**src/rtl/fsm_seq_gen.sv**
```systemverilog
// fsm_seq_gen: serial pattern transmitter for the '10010' sequence-detector link.
// Shifts a PAT_W-bit pattern MSB first, repeated 'reps' times, with GAP_LEN
// idle cycles between repetitions. All outputs are registered.
// Optional feature macro: FSM_SEQ_GEN_PARITY_EN appends an even-parity bit
// after every repetition (PAR state). Without it PAR is unreachable.
module fsm_seq_gen #(
    parameter int              PAT_W   = 5,
    parameter logic [PAT_W-1:0] PATTERN = 5'b10010,
    parameter int              GAP_LEN = 0,
    parameter int              REP_W   = 4
) (
    input  logic             clk,
    input  logic             rst_n,
    input  logic             start,
    input  logic             pat_sel,
    input  logic [PAT_W-1:0] pat_in,
    input  logic [REP_W-1:0] reps,
    input  logic             abort,
    output logic             a,
    output logic             a_vld,
    output logic             busy,
    output logic             done,
    output logic [1:0]       cstate
);

    localparam int CW = $clog2(PAT_W + 1);
    localparam int GW = $clog2(GAP_LEN + 2);

    typedef enum logic [1:0] {
        IDLE = 2'd0,
        SEND = 2'd1,
        GAP  = 2'd2,
        PAR  = 2'd3
    } state_t;

    state_t           state_q, state_d;
    logic [PAT_W-1:0] pat_q, pat_d;       // latched pattern for all repetitions
    logic [PAT_W-1:0] shreg_q, shreg_d;   // bits still to be sent this repetition
    logic [CW-1:0]    cnt_q, cnt_d;       // bits already placed on 'a' this repetition
    logic [REP_W-1:0] rep_q, rep_d;       // repetitions remaining, incl. current
    logic [GW-1:0]    gap_q, gap_d;       // idle cycles already spent in GAP
    logic             a_q, a_d;
    logic             a_vld_q, a_vld_d;
    logic             busy_q, busy_d;
    logic             done_q, done_d;
    logic             load;               // put MSB of latched pattern on 'a' next cycle
    logic             rep_end;            // current repetition's last bit is on 'a' now

    // Next-state and next-output computation; outputs default to idle values.
    always_comb begin
        state_d = state_q;
        pat_d   = pat_q;
        shreg_d = shreg_q;
        cnt_d   = cnt_q;
        rep_d   = rep_q;
        gap_d   = gap_q;
        a_d     = 1'b0;
        a_vld_d = 1'b0;
        busy_d  = busy_q;
        done_d  = 1'b0;
        load    = 1'b0;
        rep_end = 1'b0;

        case (state_q)
            IDLE: begin
                if (start && reps != '0) begin
                    pat_d  = pat_sel ? pat_in : PATTERN;
                    rep_d  = reps;
                    busy_d = 1'b1;
                    load   = 1'b1;
                end
            end
            SEND: begin
                if (cnt_q < CW'(PAT_W)) begin
                    a_d     = shreg_q[PAT_W-1];
                    a_vld_d = 1'b1;
                    shreg_d = shreg_q << 1;
                    cnt_d   = cnt_q + 1'b1;
                end else begin
`ifdef FSM_SEQ_GEN_PARITY_EN
                    state_d = PAR;
                    a_d     = ^pat_q;
                    a_vld_d = 1'b1;
`else
                    rep_end = 1'b1;
`endif
                end
            end
            GAP: begin
                if (gap_q < GW'(GAP_LEN)) begin
                    gap_d = gap_q + 1'b1;
                end else begin
                    load = 1'b1;
                end
            end
`ifdef FSM_SEQ_GEN_PARITY_EN
            PAR: begin
                rep_end = 1'b1;
            end
`endif
            default: begin
                state_d = IDLE;
                busy_d  = 1'b0;
            end
        endcase

        // A repetition finished: either wrap up, idle for the gap, or restart.
        if (rep_end) begin
            rep_d = rep_q - 1'b1;
            if (rep_q == REP_W'(1)) begin
                state_d = IDLE;
                busy_d  = 1'b0;
                done_d  = 1'b1;
                cnt_d   = '0;
                shreg_d = '0;
            end else if (GAP_LEN != 0) begin
                state_d = GAP;
                gap_d   = GW'(1);
            end else begin
                load = 1'b1;
            end
        end

        if (load) begin
            state_d = SEND;
            a_d     = pat_d[PAT_W-1];
            a_vld_d = 1'b1;
            shreg_d = pat_d << 1;
            cnt_d   = CW'(1);
            gap_d   = '0;
        end

        // Abort wins over everything except in IDLE, where it is ignored.
        if (abort && state_q != IDLE) begin
            state_d = IDLE;
            shreg_d = '0;
            cnt_d   = '0;
            rep_d   = '0;
            gap_d   = '0;
            a_d     = 1'b0;
            a_vld_d = 1'b0;
            busy_d  = 1'b0;
            done_d  = 1'b0;
        end
    end

    // State and output registers, cleared asynchronously by rst_n.
    always_ff @(posedge clk or negedge rst_n) begin
        if (!rst_n) begin
            state_q <= IDLE;
            pat_q   <= '0;
            shreg_q <= '0;
            cnt_q   <= '0;
            rep_q   <= '0;
            gap_q   <= '0;
            a_q     <= 1'b0;
            a_vld_q <= 1'b0;
            busy_q  <= 1'b0;
            done_q  <= 1'b0;
        end else begin
            state_q <= state_d;
            pat_q   <= pat_d;
            shreg_q <= shreg_d;
            cnt_q   <= cnt_d;
            rep_q   <= rep_d;
            gap_q   <= gap_d;
            a_q     <= a_d;
            a_vld_q <= a_vld_d;
            busy_q  <= busy_d;
            done_q  <= done_d;
        end
    end

    assign a      = a_q;
    assign a_vld  = a_vld_q;
    assign busy   = busy_q;
    assign done   = done_q;
    assign cstate = state_q;

endmodule

```
**config.mk**
```make
export PLATFORM = sky130hd
export DESIGN_NAME = fsm_seq_gen
export DESIGN_NICKNAME = d
export VERILOG_FILES = /design/src/rtl/fsm_seq_gen.sv
export SDC_FILE = /design/constraint.sdc
export NUM_CORES = 1
export LEC_CHECK = 0
export CORE_MARGIN = 2
export CORE_UTILIZATION = 45
export DETAILED_ROUTE_END_ITERATION = 6
export PLACE_DENSITY = 0.8
export SLEW_MARGIN = 20
export SYNTH_ARGS = -nofsm -noshare
export SYNTH_HDL_FRONTEND = slang
export SYNTH_SLANG_ARGS = --single-unit
export TNS_END_PERCENT = 10
```
**constraint.sdc**
```tcl
create_clock -name clk -period 3.7 [get_ports clk]
set_clock_uncertainty 0.1 [all_clocks]
set_input_delay 0.74 -clock clk [delete_from_list [all_inputs] [get_ports clk]]
set_output_delay 0.74 -clock clk [all_outputs]
set_load 0.05 [all_outputs]
```
==> results.rst <==
.. list-table::
   :header-rows: 1

   * - Metric
     - Value
   * - Y dimension of the die
     - 57.4 um
   * - Slowest cell on the critical path
     - clkdlybuf4s50_1
   * - Worst path cell trace
     - clkdlybuf4s50_1
   * - Horizontal extent of the die
     - approximately 57 um
   * - Core area
     - 2730 um^2
   * - Largest driver fanout on the critical path
     - 5
   * - Vias in the first global route
     - 1050
   * - HPWL after detailed placement
     - between 2000 and 2500 um
   * - Floorplan die area
     - 3300 um^2
   * - Async set-or-reset flop fraction in the synthesized netlist
     - between 90% and 100%
   * - Cells after synthesis
     - roughly 130
   * - Cell types occupying the most area after synthesis
     - dfrtp_1 45%, ha_1 8.8%, nand2_1 6.4%
   * - Number of warnings issued by yosys
     - 0
   * - Hold-fix buffer count after cts
     - 0
   * - Via count
     - 1060
   * - Number of buffer and inverter stages on the critical path
     - 1
   * - I/O pin cnt
     - 20
   * - Count of routing violations after the opening detailed-route iteration
     - a little under 60
   * - Logic depth of the worst register-to-register path
     - 6
   * - Antenna viol nets, final
     - 0
   * - Required arrival time at the worst endpoint
     - 2860 ps
   * - Largest net degree at the start of global routing
     - 24
   * - Leftover overflow at the end of global routing
     - 0
   * - Setup bufs post-CTS
     - 0
   * - Total length of routed met2 wires
     - 1390 um
   * - Crit path arrival time
     - 1600 ps
   * - First drt pass iteration count
     - 4
   * - Antenna violations before repair
     - 0
   * - Max transition margin
     - 51.7%
   * - N_diodes
     - 0
   * - Post-synth net total
     - 154
   * - Clock tree from TritonCTS
     - built
   * - Fraction of final layout cells with drive strength greater than 1
     - 6.67%
   * - Slew of the pin with the lowest slew margin
     - 720 ps
   * - Seq/Total Area, Yosys
     - 44.8%
   * - LEAKAGE
     - 0.663 nW
   * - Count of final hold-check violations
     - 0
   * - Synthesized area per cell
     - 9.80 um^2
   * - Uppermost layer routed
     - met4
   * - Area growth syn-to-layout
     - 17.6%
   * - Clk sink count
     - 23
   * - Final layout net count
     - 174
   * - Cell at the root of the clock tree
     - clkbuf_4
   * - Distinct cells, synth
     - 37
   * - H-tree level count
     - 1
   * - Mean routed wirelength per cell
     - about 16 um
   * - Met3 layer wire length in the routed design
     - 125 um
   * - Kind of capture point of the worst setup path
     - primary output
   * - Later-pin clock latency in the skew report
     - approximately 320 ps
   * - Maximum Capacitance Violations
     - 0
   * - Final-layout fill cell count
     - 261
   * - Number of rows created at floorplan
     - 19
   * - Library cell with the highest instance count after synthesis
     - dfrtp_1
   * - Depth of the critical timing path with buffers and inverters included
     - 1
   * - Number of buffers on the longest clock path
     - 2
   * - Startpoint kind of the worst setup timing path
     - flip-flop
   * - Number of CTS-inserted buffers
     - 3
   * - Vias per cell
     - 5.86
   * - Global placer's final weighted congestion
     - ~0.84
   * - Portion of synthesized cell area occupied by the leading cell type
     - 44.8%
   * - Final worst-path cycle share
     - 65.9%
   * - Synthesized flop and latch total
     - 23
   * - Count of input and output buffers
     - 19
   * - Max stage delay on crit path
     - 830 ps
   * - Hold/Removal Path Class
     - input port to async pin
   * - Outcome
     - complete, no violations
   * - Worst-path clk slew
     - 130 ps
   * - DRC errors left
     - 0
   * - Pwr Total
     - 0.00105 W
   * - Top cells by instance count after synthesis
     - 23 x dfrtp_1, 22 x nand2_1, 9 x ha_1
   * - Worst path top cell family by delay
     - buffers and inverters
   * - Power density over the cells
     - 696 nW/um^2
   * - Wire length after detailed routing
     - ~2900 um
   * - CP Class
     - flip-flop to primary output
   * - FMAX
     - 0.410 GHz
   * - Most area-hungry cell type in the Yosys netlist
     - dfrtp_1
   * - Pins Over Slew Limit
     - 0
   * - Largest vdd supply drop
     - ~0.00050 V
   * - Initial Util
     - 47.0%
   * - Wire length of the first global-routing pass
     - ~4800 um
   * - Post-synthesis cell area
     - approximately 1300 um^2
   * - Final critical-path required period
     - 2440 ps
   * - Main synth FF type
     - dfrtp_1
   * - # setup viols final
     - 0
   * - GRT Util Overall
     - 18.3%
   * - Post-cts gate resize count
     - 0
   * - Setup total negative slack
     - 0 ps
   * - Met1 Routed Length
     - roughly 1300 um
   * - Number of synthesized flops with an enable pin
     - 0
   * - RSZ-0062 raised after global routing
     - false
[stage by stage]
stage	area, um^2	hold WS (ps)	setup WS [ps]	util, %	instances
2_1_floorplan	1280	332	1660	-	131
3_3_place_gp	1490	349	1200	54.4	177
3_5_place_dp	1490	365	1130	54.4	177
4_1_cts	1520	396	1260	55.4	181
5_1_grt	1510	312	1120	55.2	181
6_report	1510	278	1260	55.2	181
[power breakdown]
group | leakage, nW | internal (W) | switching, W
registers | 0.294 | 0.000344 | 0.0000798
logic | 0.352 | 0.000191 | 0.000317
clock network | 0.0177 | 0.0000405 | 0.0000789
[registers in the layout (all words and copies together), names as in the netlist]
register	cells
cstate	2
cnt_q	3
done	1
a_vld	1
rep_q	4
pat_q	5
shreg_q	5
a	1
busy	1
[cells in the final DEF, fill, tap and decap left out, types with 2 or more instances in the layout]
cell type,Yosys,layout
a32oi_1,4,4
ha_1,9,9
a21oi_1,5,5
o21ai_0,7,6
nor2_1,7,7
nand3_1,4,4
o21ai_1,1,2
o311ai_0,2,2
inv_1,6,6
nand2_1,22,22
clkdlybuf4s50_1,0,18
a211oi_1,2,2
a31oi_1,4,4
clkbuf_4,0,3
nand4_1,2,2
dfrtp_1,23,23
and3_1,5,5
nor3b_1,3,3
a21boi_0,5,5
[routing by layer]
metal  vias up  track usage (%)
met2        25             31.2
met3         4             2.95
met5         -                0
met4         0             4.98
li1        514                -
met1       517             24.2
[logic make-up after synthesis]
logic type,Yosys count,synth area share [%]
buf+inv,10,3.70
compound gates,38,21.9
flops,23,44.8
fa+ha+maj,9,8.77
mux,1,0.780
xor+xnor,1,0.682
simple gates,49,19.3
[worst paths after layout]
kind | slack [ps] | end | startpoint
worst min register to register | 400 | pat_q[0] | pat_q[0]
max in group asynchronous | 2880 | rep_q[1] | rst_n
min in group clk | 400 | pat_q[0] | pat_q[0]
worst max-delay path | 1260 | cstate[0] | cstate[0]
worst max register to register | 1310 | shreg_q[3] | cstate[1]
worst min-delay path | 280 | a_vld | rst_n
[final cells by class]
class	count	area, um^2	share of cell area, %
clock buffer	3	22.5	1.49
tap	31	38.8	2.57
sequential	23	576	38.1
multi-input combinational	98	661	43.7
clock inverter	1	5.00	0.331
timing repair buffer	19	185	12.3
inverter	6	22.5	1.49
No activity file was read; power rests on OpenSTA's default activity.
